<file path="src/rtl/popcount_pipe.sv">
// Pipelined population counter: registered adder tree with an aligned tag pipeline,
// followed by a registered threshold compare and a saturating running accumulator.
module popcount_pipe #(
    parameter int N_IN = 16,
    parameter int ACC_W = 16,
    localparam int CNT_W = $clog2(N_IN + 1),
    localparam int LEVELS = $clog2(N_IN)
) (
    input  logic             clk,
    input  logic             rst,
    input  logic             in_valid,
    input  logic [N_IN-1:0]  in_data,
    input  logic [CNT_W-1:0] in_thresh,
    input  logic             in_acc_en,
    input  logic             in_acc_clr,
    output logic             out_valid,
    output logic [CNT_W-1:0] out_count,
    output logic             out_hit,
    output logic [ACC_W-1:0] acc_count,
    output logic             acc_sat
);

    localparam int PAD_W = 1 << LEVELS;

    logic [PAD_W-1:0] data_pad;
    assign data_pad = PAD_W'(in_data);

    // Level k holds PAD_W>>k partial sums, each k+1 bits wide; level 0 is the input register.
    for (genvar k = 0; k <= LEVELS; k++) begin : g_lvl
        localparam int NODES = PAD_W >> k;
        logic [k:0] sum [NODES];

        if (k == 0) begin : g_leaf
            always_ff @(posedge clk) begin
                for (int i = 0; i < NODES; i++) begin
                    sum[i] <= data_pad[i];
                end
            end
        end else begin : g_add
            always_ff @(posedge clk) begin
                for (int i = 0; i < NODES; i++) begin
                    sum[i] <= {1'b0, g_lvl[k-1].sum[2*i]} + {1'b0, g_lvl[k-1].sum[2*i+1]};
                end
            end
        end
    end

    logic             tag_valid  [LEVELS+1];
    logic [CNT_W-1:0] tag_thresh [LEVELS+1];
    logic             tag_en     [LEVELS+1];
    logic             tag_clr    [LEVELS+1];

    always_ff @(posedge clk) begin
        if (rst) begin
            for (int i = 0; i <= LEVELS; i++) begin
                tag_valid[i] <= 1'b0;
            end
        end else begin
            tag_valid[0] <= in_valid;
            for (int i = 1; i <= LEVELS; i++) begin
                tag_valid[i] <= tag_valid[i-1];
            end
        end
    end

    always_ff @(posedge clk) begin
        tag_thresh[0] <= in_thresh;
        tag_en[0]     <= in_acc_en;
        tag_clr[0]    <= in_acc_clr;
        for (int i = 1; i <= LEVELS; i++) begin
            tag_thresh[i] <= tag_thresh[i-1];
            tag_en[i]     <= tag_en[i-1];
            tag_clr[i]    <= tag_clr[i-1];
        end
    end

    logic [LEVELS:0] final_sum;
    logic [ACC_W:0]  acc_sum;

    // The final sum never exceeds N_IN, so dropping its top bit for out_count loses nothing.
    assign final_sum = g_lvl[LEVELS].sum[0];
    assign acc_sum   = {1'b0, acc_count} + (ACC_W+1)'(final_sum);

    always_ff @(posedge clk) begin
        if (rst) begin
            out_valid <= 1'b0;
            out_count <= '0;
            out_hit   <= 1'b0;
            acc_count <= '0;
            acc_sat   <= 1'b0;
        end else begin
            out_valid <= tag_valid[LEVELS];
            if (tag_valid[LEVELS]) begin
                out_count <= final_sum[CNT_W-1:0];
                out_hit   <= final_sum >= (LEVELS+1)'(tag_thresh[LEVELS]);
                if (tag_clr[LEVELS]) begin
                    acc_count <= ACC_W'(final_sum);
                    acc_sat   <= 1'b0;
                end else if (tag_en[LEVELS]) begin
                    if (acc_sum[ACC_W]) begin
                        acc_count <= {ACC_W{1'b1}};
                        acc_sat   <= 1'b1;
                    end else begin
                        acc_count <= acc_sum[ACC_W-1:0];
                    end
                end
            end
        end
    end

endmodule

</file>
<file path="config.mk">
export PLATFORM = sky130hd
export DESIGN_NAME = popcount_pipe
export DESIGN_NICKNAME = d
export VERILOG_FILES = /design/src/rtl/popcount_pipe.sv
export SDC_FILE = /design/constraint.sdc
export NUM_CORES = 1
export LEC_CHECK = 0
export BUFFER_PORTS_ARGS = -buffer_cell sky130_fd_sc_hd__buf_4
export CORE_ASPECT_RATIO = 0.75
export CORE_MARGIN = 2
export CORE_UTILIZATION = 56
export CTS_BUF_LIST = sky130_fd_sc_hd__clkbuf_16
export CTS_CLUSTER_DIAMETER = 200
export DETAILED_ROUTE_END_ITERATION = 16
export HOLD_SLACK_MARGIN = 0.02
export PLACE_DENSITY = 0.77
export SETUP_SLACK_MARGIN = 0.3
export SYNTH_ARGS = -nofsm -noshare
export SYNTH_HDL_FRONTEND = slang
export SYNTH_SLANG_ARGS = --single-unit
</file>
<file path="constraint.sdc">
create_clock -name clk -period 2.5 [get_ports clk]
set_input_delay 0.375 -clock clk [delete_from_list [all_inputs] [get_ports clk]]
set_output_delay 0.375 -clock clk [all_outputs]
set_load 0.01 [all_outputs]
</file>
==> impl_metrics.csv <==
group,metric,value,unit
timing,setup_viol,0,
routing,vias,2635,
synth,synth_edf_count,0,
floorplan,die_area,0.00789,mm^2
timing,hold_viol,0,
synth,synth_top_cell_area_share,0.602,
worst_setup_path,path_max_fanout,11,
worst_setup_path,critPathCaptureType,"flip-flop",
routing,drt_wl_total,7.22,mm
clock_network,cts-htree-levels,4,
pwr,ir_worst_vdd,0.681,mV
synth,synthArstFlopShare,0,
pwr,powerDensity,996,mW/mm^2
global_route,track_usage,0.205,
clock_network,ctsRootBufferMaster,"clkbuf_16",
worst_setup_path,start_kind,"flip-flop",
synth,synth_ff_type,"dfxtp_1",
timing,timing.slew.headroom,0.546,
pwr,leakagePower,2.29,nW
floorplan,start_util,0.584,
timing,clock_skew,0.0118,ns
routing,drt_drc_violations_left,0,
clock_network,cts_tree,"done",
floorplan,coreArea,0.00690,mm^2
floorplan,rows,26,
timing,setup_tns,0,ns
routing,via_per_inst,5.15,
timing,tightest_slew,0.673,ns
final_layout,drive_gt1_frac,0.232,
timing,maxSlewViolCount,0,
final_layout,fin_nets,467,
routing,antenna_left,0,
clock_network,cts_buffers,17,
floorplan,fp.dieW,102,um
worst_setup_path,path_cells,"ha_1 -> fa_1 -> a21oi_2 -> o22a_2 -> nor4b_4 -> buf_4 -> o31ai_2 -> a211oi_2",
pwr,power,5.07,mW
final_layout,final_cell_area,0.00509,mm^2
run,drv_cap,0,
synth,syn_avg_cell_area,12.1,um^2
synth,syn-num-nets,400,
place,portBuffers,49,
place,place_area,0.00450,mm^2
timing,fmax,481,MHz
timing,period_minus_slack,2.08,ns
routing,highest_layer,"met4",
timing,rsz0062_at_grt,"no",
synth,syn_inst,334,
synth,synthTopCellsByArea,"dfxtp_1 60%, ha_1 9.9%, fa_1 4.0%, mux2i_1 2.0%, a21oi_1 1.9%",
routing,drt_iter0_drc,109,
routing,wl_met2,3.49,mm
place,dp_hpwl,4.52,mm
routing,wl_met3,419,um
worst_setup_path,cp_data_arrival_time,2.35,ns
outcome,status,"finished, final reports clean",
worst_setup_path,path_class,"reg2reg",
global_route,grt_pass1_vias,2557,
synth,seq_area_frac_synth,0.602,
synth,synth_cell_type_count,44,
min_path,holdCritPathClass,"in2reg",
global_route,grt-ovfl-total,0,
routing,wirelength_met1,3.17,mm
clock_network,clock-sinks,121,
synth,syn-cell-area,0.00403,mm^2
clock_network,clk_latency,0.41,ns
global_route,grt_max_degree,24,
final_layout,antennaDiodeCount,0,
place,globalplace.congestion,0.919,
global_route,grt_pass1_wl,11.9,mm
routing,wl_per_cell,14.1,um
synth,yosys_warnings,0,
routing,first_pass_iters,4,
synth,synth_seq_cells,121,
floorplan,die_y,77.4,um
timing,period_share,0.832,
synth,yosysTopAreaCell,"dfxtp_1",
clock_network,clkTransAtPathRegs,0.06,ns
global_route,antenna_found_initial,0,
worst_setup_path,cp_slowest_stage_delay,0.44,ns
clock_network,clockBufferDepth,2,
worst_setup_path,cp.required,2.77,ns
worst_setup_path,cpMaxStageDelayCell,"fa_1",
floorplan,io_pins,50,
final_layout,area.growth.synth_to_final,26.5,%
## stage by stage
stage / setup slack, ns / util / hold slack, ns / cells
5_1_grt: 0.302 / 0.738 / 0.0411 / 512
6_report: 0.421 / 0.738 / 0.0615 / 512
3_5_place_dp: 0.270 / 0.652 / 0.312 / 477
4_1_cts: 0.350 / 0.734 / 0.0475 / 509
2_1_floorplan: 0.428 / - / 0.310 / 334
3_3_place_gp: 0.335 / 0.652 / 0.311 / 477
## critical path: cells and delay by family, from the launching register on
kind,cells,cell delay (ns)
AO/OA/AOI/OAI,4,0.74
adder cells (fa/ha/maj),2,0.66
buffers and inverters,1,0.18
flip-flops,1,0.32
AND/OR/NAND/NOR,1,0.05
## power breakdown
group | switching [mW] | internal (mW) | leakage [nW] | total [mW]
clock | 0.895 | 1.38 | 0.265 | 2.28
sequential | 0.122 | 2.13 | 1.01 | 2.25
combinational | 0.265 | 0.280 | 1.02 | 0.545
total | 1.28 | 3.79 | 2.29 | 5.07
## cell usage in the layout, fill, tap and decap left out, types with 9 or more instances in the layout
cell type,n
nor2_1,14
o21ai_0,10
nand3_1,9
nand2_1,15
buf_4,55
inv_1,20
dfxtp_1,121
clkbuf_16,17
a21o_1,9
a21oi_1,14
ha_1,32
## routing by layer
| metal | track usage | vias up |
|---|---|---|
| li1 | - | 1298 |
| met1 | 0.242 | 1237 |
| met2 | 0.322 | 84 |
| met3 | 0.0802 | 16 |
| met4 | 0.107 | 0 |
| met5 | 0 | - |
## Yosys cell counts, types with 4 or more instances
master / count
a21o_1: 9
a21oi_1: 15
dfxtp_1: 121
fa_1: 8
ha_1: 32
inv_1: 20
mux2i_1: 8
nand2_1: 15
nand2b_1: 5
nand3_1: 9
nor2_1: 14
nor2b_1: 8
nor3_1: 4
nor4_1: 6
o21ai_0: 10
xnor2_1: 5
## final timing paths
path,startpoint,to,slack (ns),depth (start not counted)
setup / recovery,acc_count[0]$_SDFFE_PP0P_,acc_count[4]$_SDFFE_PP0P_,0.42,8
hold / removal,in_data[11],g_lvl[0].sum[1][3]$_DFF_P_,0.06,1
setup reg to reg,acc_count[0]$_SDFFE_PP0P_,acc_count[4]$_SDFFE_PP0P_,0.42,8
hold reg to reg,tag_thresh[0][13]$_DFF_P_,tag_thresh[0][18]$_DFF_P_,0.32,0
## flip-flops by register name, summed over array words and instances (netlist names)
signal      cells
acc_sat         1
out_valid       1
tag_clr         5
tag_thresh     25
tag_valid       5
out_hit         1
tag_en          5
acc_count      16
out_count       5
g_lvl.sum      57
## cells by family (layout without fill, tap and decap cells)
family,Yosys count,after routing,share of synthesized area
AND/OR/NAND/NOR,74,74,0.101
buffers and inverters,27,107,0.0289
adder cells (fa/ha/maj),40,40,0.139
XOR/XNOR,7,7,0.0152
multiplexers,8,8,0.0199
flip-flops,121,121,0.602
AO/OA/AOI/OAI,57,57,0.0939
## what timing repair did
action                                  in CTS  in global routing
setup buffers                                0                  3
endpoints found under the setup margin       3                  5
pin swaps                                    0                  1
resized for setup                            1                  2
hold buffers                                 0                  0
## cell type report
cell class | instances | area [um^2]
inverter | 20 | 75.1
timing repair buffer | 55 | 413
clock buffer | 17 | 425
fill | 499 | 1800
sequential | 121 | 2420
clock inverter | 15 | 141
tap | 98 | 123
multi-input combinational | 186 | 1490
No activity file was read; power rests on OpenSTA's default activity.
